### src/rtl/plab2_proc_fetch_pkg.sv
// Shared types and helpers for the imem fetch buffer.
// Latency: n/a (package only).
// Backpressure: n/a.
// Contents: default bus widths, the response-buffer entry layout {domain, data},
// and the width helpers for counters and ring pointers.
package plab2_proc_fetch_pkg;

  localparam int c_addr_nbits = 32;
  localparam int c_data_nbits = 32;

  // Response-buffer entry: the domain tag sits above the instruction word.
  typedef struct packed {
    logic                    domain;
    logic [c_data_nbits-1:0] data;
  } resp_entry_t;

  // A counter must hold the value n itself, hence the extra bit.
  function automatic int cnt_nbits(input int n);
    return $clog2(n) + 1;
  endfunction

  // Ring pointer width; a depth-1 ring still gets one bit.
  function automatic int ptr_nbits(input int n);
    return (n > 1) ? $clog2(n) : 1;
  endfunction

endpackage

### src/rtl/plab2_proc_imem_fetch_buffer_if.sv
// Generic val/rdy channel carrying one message word.
// Latency: n/a (wires only).
// Backpressure: the slave drops rdy; a transfer happens when val & rdy.
// Ports: val, msg (master -> slave), rdy (slave -> master).
interface plab2_proc_imem_fetch_buffer_if #(
  parameter int p_nbits = 32
) ();

  logic               val;
  logic               rdy;
  logic [p_nbits-1:0] msg;

  modport master (output val, output msg, input rdy);
  modport slave  (input val, input msg, output rdy);

endinterface

### src/rtl/plab2_proc_imem_fetch_buffer_queue.sv
// In-order response buffer (normal queue, no bypass) with synchronous flush.
// Latency: 1 cycle enq -> deq.
// Backpressure: none on enq (caller guarantees space); deq holds until deq_rdy.
// Ports: clk, reset (sync active-low), flush, enq_val/enq_msg, deq_val/deq_rdy/deq_msg, count.
module plab2_proc_imem_fetch_buffer_queue
  import plab2_proc_fetch_pkg::*;
#(
  parameter  int p_nbits     = c_data_nbits + 1,
  parameter  int p_depth     = 4,
  localparam int p_cnt_nbits = cnt_nbits(p_depth),
  localparam int p_ptr_nbits = ptr_nbits(p_depth)
) (
  input  logic                   clk,
  input  logic                   reset,
  input  logic                   flush,
  input  logic                   enq_val,
  input  logic [p_nbits-1:0]     enq_msg,
  output logic                   deq_val,
  input  logic                   deq_rdy,
  output logic [p_nbits-1:0]     deq_msg,
  output logic [p_cnt_nbits-1:0] count
);

  logic [p_nbits-1:0]     mem_q [p_depth];
  logic [p_ptr_nbits-1:0] wr_ptr_q, wr_ptr_d, rd_ptr_q, rd_ptr_d;
  logic [p_cnt_nbits-1:0] cnt_q, cnt_d;
  logic                   deq_fire;

  function automatic logic [p_ptr_nbits-1:0] ptr_inc(input logic [p_ptr_nbits-1:0] p);
    return (p == p_ptr_nbits'(p_depth - 1)) ? '0 : p + p_ptr_nbits'(1);
  endfunction

  assign deq_val = (cnt_q != '0);
  assign deq_msg = mem_q[rd_ptr_q];
  assign count   = cnt_q;

  always_comb begin
    deq_fire = deq_val & deq_rdy;
    wr_ptr_d = wr_ptr_q;
    rd_ptr_d = rd_ptr_q;
    cnt_d    = cnt_q;
    if (flush) begin
      wr_ptr_d = '0;
      rd_ptr_d = '0;
      cnt_d    = '0;
    end else begin
      if (enq_val)  wr_ptr_d = ptr_inc(wr_ptr_q);
      if (deq_fire) rd_ptr_d = ptr_inc(rd_ptr_q);
      cnt_d = cnt_q + p_cnt_nbits'(enq_val) - p_cnt_nbits'(deq_fire);
    end
  end

  always_ff @(posedge clk) begin
    if (!reset) begin
      wr_ptr_q <= '0;
      rd_ptr_q <= '0;
      cnt_q    <= '0;
    end else begin
      wr_ptr_q <= wr_ptr_d;
      rd_ptr_q <= rd_ptr_d;
      cnt_q    <= cnt_d;
    end
  end

  // Storage is qualified by the count, so it needs no reset.
  always_ff @(posedge clk) begin
    if (enq_val && !flush) mem_q[wr_ptr_q] <= enq_msg;
  end

endmodule

### src/rtl/plab2_proc_imem_fetch_buffer.sv
// Instruction-fetch front end: credit-limited imem issue, in-order response buffer,
// squash via a drop counter, and per-fetch security-domain tagging.
// Latency: 1 cycle min imemresp -> fetchresp (no bypass); imemreq is a pass-through.
// Backpressure: fetchreq_rdy drops when live fetches reach p_max_inflight or imem stalls;
// imemresp is always accepted outside reset; fetchresp holds until fetchresp_rdy.
// Ports: clk, reset (sync active-low), sec_domain, squash, fetchreq (slave, msg=addr),
// imemreq (master, msg=addr), imemresp (slave, msg=data),
// fetchresp (master, msg={domain,data}), num_inflight.
module plab2_proc_imem_fetch_buffer
  import plab2_proc_fetch_pkg::*;
#(
  parameter  int p_addr_nbits   = c_addr_nbits,
  parameter  int p_data_nbits   = c_data_nbits,
  parameter  int p_max_inflight = 4,
  localparam int p_cnt_nbits    = cnt_nbits(p_max_inflight),
  localparam int p_ptr_nbits    = ptr_nbits(p_max_inflight)
) (
  input  logic                           clk,
  input  logic                           reset,
  input  logic                           sec_domain,
  input  logic                           squash,
  plab2_proc_imem_fetch_buffer_if.slave  fetchreq,   // p_addr_nbits wide
  plab2_proc_imem_fetch_buffer_if.master imemreq,    // p_addr_nbits wide
  plab2_proc_imem_fetch_buffer_if.slave  imemresp,   // p_data_nbits wide
  plab2_proc_imem_fetch_buffer_if.master fetchresp,  // p_data_nbits+1 wide
  output logic [p_cnt_nbits-1:0]         num_inflight
);

  // outs: kept requests awaiting memory; drop: squashed requests awaiting memory.
  logic [p_cnt_nbits-1:0] outs_q, outs_d, drop_q, drop_d;
  logic [p_cnt_nbits-1:0] buf_cnt, live;
  logic [p_ptr_nbits-1:0] tag_wr_q, tag_wr_d, tag_rd_q, tag_rd_d;
  logic                   tag_mem_q [p_max_inflight];
  logic                   can_issue, req_fire, resp_fire, resp_keep;
  logic                   buf_val;
  logic [p_data_nbits:0]  buf_msg;

  function automatic logic [p_ptr_nbits-1:0] ptr_inc(input logic [p_ptr_nbits-1:0] p);
    return (p == p_ptr_nbits'(p_max_inflight - 1)) ? '0 : p + p_ptr_nbits'(1);
  endfunction

  // Handshake outputs are gated by reset so they read 0 in every reset cycle.
  always_comb begin
    live          = outs_q + buf_cnt + drop_q;
    can_issue     = (live < p_cnt_nbits'(p_max_inflight));
    imemreq.val   = reset & fetchreq.val & can_issue;
    imemreq.msg   = fetchreq.msg;
    fetchreq.rdy  = reset & imemreq.rdy & can_issue;
    imemresp.rdy  = reset;
    req_fire      = fetchreq.val & fetchreq.rdy;
    resp_fire     = imemresp.val & imemresp.rdy;
    // A response arriving during a squash is older than the redirect, so it is dropped.
    resp_keep     = resp_fire & (drop_q == '0) & ~squash;
    fetchresp.val = reset & buf_val & ~squash;
    fetchresp.msg = buf_msg;
    num_inflight  = reset ? (outs_q + buf_cnt) : '0;
  end

  always_comb begin
    tag_wr_d = req_fire  ? ptr_inc(tag_wr_q) : tag_wr_q;
    // Every returning response pops its tag, dropped or not, keeping the ring aligned.
    tag_rd_d = resp_fire ? ptr_inc(tag_rd_q) : tag_rd_q;
    outs_d   = outs_q;
    drop_d   = drop_q;
    if (squash) begin
      // Everything still at memory becomes a drop; only the redirect target stays kept.
      drop_d = drop_q + outs_q - p_cnt_nbits'(resp_fire);
      outs_d = p_cnt_nbits'(req_fire);
    end else begin
      if (resp_fire && drop_q != '0) drop_d = drop_q - p_cnt_nbits'(1);
      outs_d = outs_q + p_cnt_nbits'(req_fire)
             - p_cnt_nbits'(resp_fire && drop_q == '0);
    end
  end

  always_ff @(posedge clk) begin
    if (!reset) begin
      outs_q   <= '0;
      drop_q   <= '0;
      tag_wr_q <= '0;
      tag_rd_q <= '0;
    end else begin
      outs_q   <= outs_d;
      drop_q   <= drop_d;
      tag_wr_q <= tag_wr_d;
      tag_rd_q <= tag_rd_d;
    end
  end

  always_ff @(posedge clk) begin
    if (req_fire) tag_mem_q[tag_wr_q] <= sec_domain;
  end

  // Credit accounting guarantees the buffer has room whenever resp_keep is set.
  plab2_proc_imem_fetch_buffer_queue #(
    .p_nbits (p_data_nbits + 1),
    .p_depth (p_max_inflight)
  ) resp_buf (
    .clk     (clk),
    .reset   (reset),
    .flush   (squash),
    .enq_val (resp_keep),
    .enq_msg ({tag_mem_q[tag_rd_q], imemresp.msg}),
    .deq_val (buf_val),
    .deq_rdy (fetchresp.rdy & fetchresp.val),
    .deq_msg (buf_msg),
    .count   (buf_cnt)
  );

endmodule

### src/flat_wrapper.sv
// flat-port wrapper written by rule: the top's interface ports become plain ports
module plab2_proc_imem_fetch_buffer_flat import plab2_proc_fetch_pkg::*;
#(
  parameter  int p_addr_nbits   = c_addr_nbits,
  parameter  int p_data_nbits   = c_data_nbits,
  parameter  int p_max_inflight = 4,
  localparam int p_cnt_nbits    = cnt_nbits(p_max_inflight),
  localparam int p_ptr_nbits    = ptr_nbits(p_max_inflight)
)
  (clk, reset, sec_domain, squash, num_inflight, fetchreq_val, fetchreq_msg, fetchreq_rdy, imemreq_val, imemreq_msg, imemreq_rdy, imemresp_val, imemresp_msg, imemresp_rdy, fetchresp_val, fetchresp_msg, fetchresp_rdy);
  plab2_proc_imem_fetch_buffer_if #(.p_nbits(32)) fetchreq_i ();
  plab2_proc_imem_fetch_buffer_if #(.p_nbits(32)) imemreq_i ();
  plab2_proc_imem_fetch_buffer_if #(.p_nbits(32)) imemresp_i ();
  plab2_proc_imem_fetch_buffer_if #(.p_nbits(33)) fetchresp_i ();
  input  logic clk;
  input  logic reset;
  input  logic sec_domain;
  input  logic squash;
  output logic [p_cnt_nbits-1:0] num_inflight;
  input wire logic [$bits(fetchreq_i.val)-1:0] fetchreq_val;
  input wire logic [$bits(fetchreq_i.msg)-1:0] fetchreq_msg;
  output wire logic [$bits(fetchreq_i.rdy)-1:0] fetchreq_rdy;
  output wire logic [$bits(imemreq_i.val)-1:0] imemreq_val;
  output wire logic [$bits(imemreq_i.msg)-1:0] imemreq_msg;
  input wire logic [$bits(imemreq_i.rdy)-1:0] imemreq_rdy;
  input wire logic [$bits(imemresp_i.val)-1:0] imemresp_val;
  input wire logic [$bits(imemresp_i.msg)-1:0] imemresp_msg;
  output wire logic [$bits(imemresp_i.rdy)-1:0] imemresp_rdy;
  output wire logic [$bits(fetchresp_i.val)-1:0] fetchresp_val;
  output wire logic [$bits(fetchresp_i.msg)-1:0] fetchresp_msg;
  input wire logic [$bits(fetchresp_i.rdy)-1:0] fetchresp_rdy;
  assign fetchreq_i.val = fetchreq_val;
  assign fetchreq_i.msg = fetchreq_msg;
  assign fetchreq_rdy = fetchreq_i.rdy;
  assign imemreq_val = imemreq_i.val;
  assign imemreq_msg = imemreq_i.msg;
  assign imemreq_i.rdy = imemreq_rdy;
  assign imemresp_i.val = imemresp_val;
  assign imemresp_i.msg = imemresp_msg;
  assign imemresp_rdy = imemresp_i.rdy;
  assign fetchresp_val = fetchresp_i.val;
  assign fetchresp_msg = fetchresp_i.msg;
  assign fetchresp_i.rdy = fetchresp_rdy;
  plab2_proc_imem_fetch_buffer #(.p_addr_nbits(p_addr_nbits), .p_data_nbits(p_data_nbits), .p_max_inflight(p_max_inflight)) u_core (.clk(clk), .reset(reset), .sec_domain(sec_domain), .squash(squash), .fetchreq(fetchreq_i), .imemreq(imemreq_i), .imemresp(imemresp_i), .fetchresp(fetchresp_i), .num_inflight(num_inflight));
endmodule
### config.mk
export PLATFORM = sky130hd
export DESIGN_NAME = plab2_proc_imem_fetch_buffer_flat
export DESIGN_NICKNAME = d
export VERILOG_FILES = /design/src/rtl/plab2_proc_fetch_pkg.sv /design/src/rtl/plab2_proc_imem_fetch_buffer_if.sv /design/src/rtl/plab2_proc_imem_fetch_buffer_queue.sv /design/src/rtl/plab2_proc_imem_fetch_buffer.sv /design/src/flat_wrapper.sv
export SDC_FILE = /design/constraint.sdc
export NUM_CORES = 1
export LEC_CHECK = 0
export CAP_MARGIN = 20
export CORE_MARGIN = 2
export CORE_UTILIZATION = 51
export CTS_CLUSTER_DIAMETER = 80
export DETAILED_ROUTE_END_ITERATION = 10
export PLACE_DENSITY = 0.85
export SETUP_SLACK_MARGIN = 0.05
export SYNTH_ARGS = -nofsm -noshare
export SYNTH_HDL_FRONTEND = slang
export SYNTH_HIERARCHICAL = 1
export SYNTH_SLANG_ARGS = --single-unit
export TNS_END_PERCENT = 1
### constraint.sdc
create_clock -name clk -period 5.1 [get_ports clk]
set_clock_uncertainty 0.1 [all_clocks]
set_input_delay 0.51 -clock clk [delete_from_list [all_inputs] [get_ports clk]]
set_output_delay 0.51 -clock clk [all_outputs]
set_load 0.02 [all_outputs]
==> results.tsv <==
metric	value	unit
worst r2r path cells	17	
CTS Hold Bufs	0	
post-DP HPWL	7.31	mm
switch share	0.206	
post_cts resized	0	
layout cells sized above 1	0.161	
DIE AREA	13900	µm²
clock share of power	0.443	
min Tclk post-route	4.03	ns
CP bufs+invs	3	
synthesized area	6600	µm²
Worst Hold Class	reg -> reg	
Starting DRT DRC Count	189	
worst setup path start	u_core/resp_buf/count[0]	
global route overflow	0	
R2R setup slack	1.08	ns
# rows	41	
Post-synth EDFFs	136	
RR Endpoint	u_core/outs_q[2]	
Int Power	0.00235	W
Port Buffers	79	
initial antenna violation count	0	
CP Capture Point	imemreq_val	
boundary pin count	144	
Routed WL	11.9	mm
core area	12600	µm²
Worst slew margin	0.378	
Pleak	2.68	nW
DR DRC count	0	
Slew @ Worst Pin	0.933	ns
vias in the first global route	3429	
register area share after synthesis	0.682	
Period Utilization, post-route	0.790	
Crit Path Category	reg -> out	
ys async rst share	0	
Die W	118	µm
max-slew violations	0	
max-cap viol count	0	
Setup-failing EPs final	0	
Worst setup SP type	register	
part of the power in registers	0.484	
first-pass GRT wire length	18.6	mm
clock slew at reported path FFs	0.06	ns
Area Growth Syn to Fin	19.6	%
syn avg cell area	18.3	µm²
setup TNS	0	ns
clk_lat worst skew	0.42	ns
largest net degree at the start of global routing	34	
Net Sw Power	0.000608	W
Synthesized Nets	457	
Vias/cell	5.38	
Syn Inst Count	360	
CTS tree	built	
Worst setup EP type	primary output	
nets	513	
Num Clock Sinks	157	
instance count on the critical path	10	
Die Y	118	µm
RD Place Congestion	0.820	
# H-tree levels	4	
antenna diode count	0	
Initial Util	0.523	
root buffer cell	clkbuf_16	
router iterations before antenna repair	4	
Cell variety after synth	39	
synth warn	6	
Total GRT Usage	0.178	
CTS Buf Count	17	
status	completed	
launching point of the worst reg2reg path	u_core/resp_buf/count[0]	
slowest library cell on the worst path	clkdlybuf4s50_1	
final worst slack	1.07	ns
CP Max Fanout	7	
post-synthesis register bit count	157	
CP arrival	3.42	ns
PD cells	375	nW/µm²
fmax	0.248	GHz
Max VDD drop	0.000193	V
crit-path leading delay family	adder cells	
Required @ worst endpoint	4.49	ns
Final Hold Viols	0	
post-placement setup slack	1.09	ns
Hold Startpoint	u_core/resp_buf/wr_ptr_q[0]	
Routed WL per cell	19.8	µm
DRT antenna net count	0	
via count	3234	
combinational power share	0.073	
crit-path cells	ha_1 -> inv_1 -> fa_1 -> inv_1 -> ha_1 -> a31oi_1 -> xnor3_1 -> nor2_1 -> and2_1 -> clkdlybuf4s50_1	
unrepaired setup endpoints after global routing	false	
Critical Path Max Stage Delay	0.61	ns
Most used DFF post-synth	edfxtp_1	
post-CTS setup buffer count	0	
clk buf depth	2	
## cells by family (layout without fill, tap and decap cells)
| family | Yosys count | after routing | share of synthesized area |
|---|---|---|---|
| mux | 39 | 39 | 0.125 |
| buf+inv | 66 | 135 | 0.0654 |
| fa+ha+maj | 25 | 25 | 0.0519 |
| flops | 157 | 157 | 0.682 |
| xor+xnor | 7 | 7 | 0.0182 |
| compound gates | 14 | 14 | 0.0140 |
| simple gates | 52 | 52 | 0.0430 |
## cell type report
type                    count  area (µm²)
clock inverters            13         188
clock buffers              19         433
well taps                 172         215
fillers                   909        4720
repair buffers             80         798
inverters                  23        86.3
multi-input cells         137        1670
flip-flops and latches    157        4510
## sequential cells by signal, summed over array words and instances (netlist names), named ones only
| signal | cells |
|---|---|
| u_core/tag_wr_q | 2 |
| u_core/resp_buf/mem_q | 132 |
| u_core/resp_buf/wr_ptr_q | 2 |
| u_core/outs_q | 3 |
| u_core/drop_q | 3 |
| u_core/resp_buf/count | 3 |
| u_core/tag_rd_q | 2 |
| u_core/tag_mem_q | 4 |
| u_core/resp_buf/rd_ptr_q | 2 |
## power by group through the flow
stage               Combinational [W]  Clock [W]  Sequential [W]
floorplan                    0.000163          0         0.00145
global placement             0.000204          0         0.00146
detailed placement           0.000216          0         0.00146
CTS                          0.000217    0.00134         0.00143
global route                 0.000239    0.00138         0.00143
finish                       0.000216    0.00131         0.00143
## cells in the mapped netlist (2+ instances only)
| cell type | number | area, µm² |
|---|---|---|
| and2_1 | 12 | 75.1 |
| and3_1 | 3 | 18.8 |
| edfxtp_1 | 136 | 4080 |
| xnor2_1 | 3 | 26.3 |
| clkbuf_1 | 3 | 11.3 |
| inv_1 | 23 | 86.3 |
| o21ai_0 | 2 | 10.0 |
| nand2_1 | 6 | 22.5 |
| buf_4 | 33 | 248 |
| mux4_2 | 31 | 698 |
| buf_2 | 3 | 15.0 |
| buf_12 | 3 | 60.1 |
| ha_1 | 21 | 263 |
| mux2i_1 | 5 | 50.1 |
| a21oi_1 | 4 | 20.0 |
| nand2b_1 | 3 | 18.8 |
| dfxtp_1 | 21 | 420 |
| fa_1 | 4 | 80.1 |
| nand3b_1 | 3 | 22.5 |
| nor2_1 | 16 | 60.1 |
| xnor3_1 | 3 | 67.6 |
| mux4_1 | 3 | 78.8 |
| o211ai_1 | 2 | 15.0 |
| nor2b_1 | 2 | 12.5 |
## tightest hold or removal path, stage by stage, from the launching register on
cell and delay, ns:
dfxtp_1 0.34, nand2b_1 0.08, a21oi_1 0.06
## metrics by stage
step                instance area (µm²)  power, W  hold slack [ns]  std cells  utilization
floorplan                          6600   0.00162            0.368        360            -
global placement                   7280   0.00166            0.393        569        0.577
detailed placement                 7280   0.00167            0.422        569        0.577
CTS                                7900   0.00298            0.432        601        0.626
global route                       7900   0.00306            0.443        601        0.626
finish                             7900   0.00296            0.424        601        0.626
## layer usage
layer / part of all wire / vias to the layer above / track usage
met5: 0 / - / 0
met1: 0.40 / 1613 / 0.208
met2: 0.52 / 126 / 0.302
li1: - / 1451 / -
met3: 0.062 / 44 / 0.0615
met4: 0.024 / 0 / 0.0723
## worst min-delay path by stage
stage,end,depth (start not counted)
after global routing,u_core/drop_q[2],2
after floorplan,u_core/drop_q[2],2
after global placement,register,2
after CTS,u_core/resp_buf/wr_ptr_q[0],2
after detailed placement,u_core/drop_q[2],2
final,u_core/resp_buf/wr_ptr_q[0],2
## cells in the final DEF (no fill, tap or decap), types with 5 or more instances in the layout
master             n
mux4_2            31
clkbuf_16         17
and2_1             8
dfxtp_1           19
nor2_1            16
and2_2             5
ha_1              21
nand2_1            6
inv_1             23
mux2i_1            5
edfxtp_1         136
clkdlybuf4s50_1   79
No activity file was read; power rests on OpenSTA's default activity.
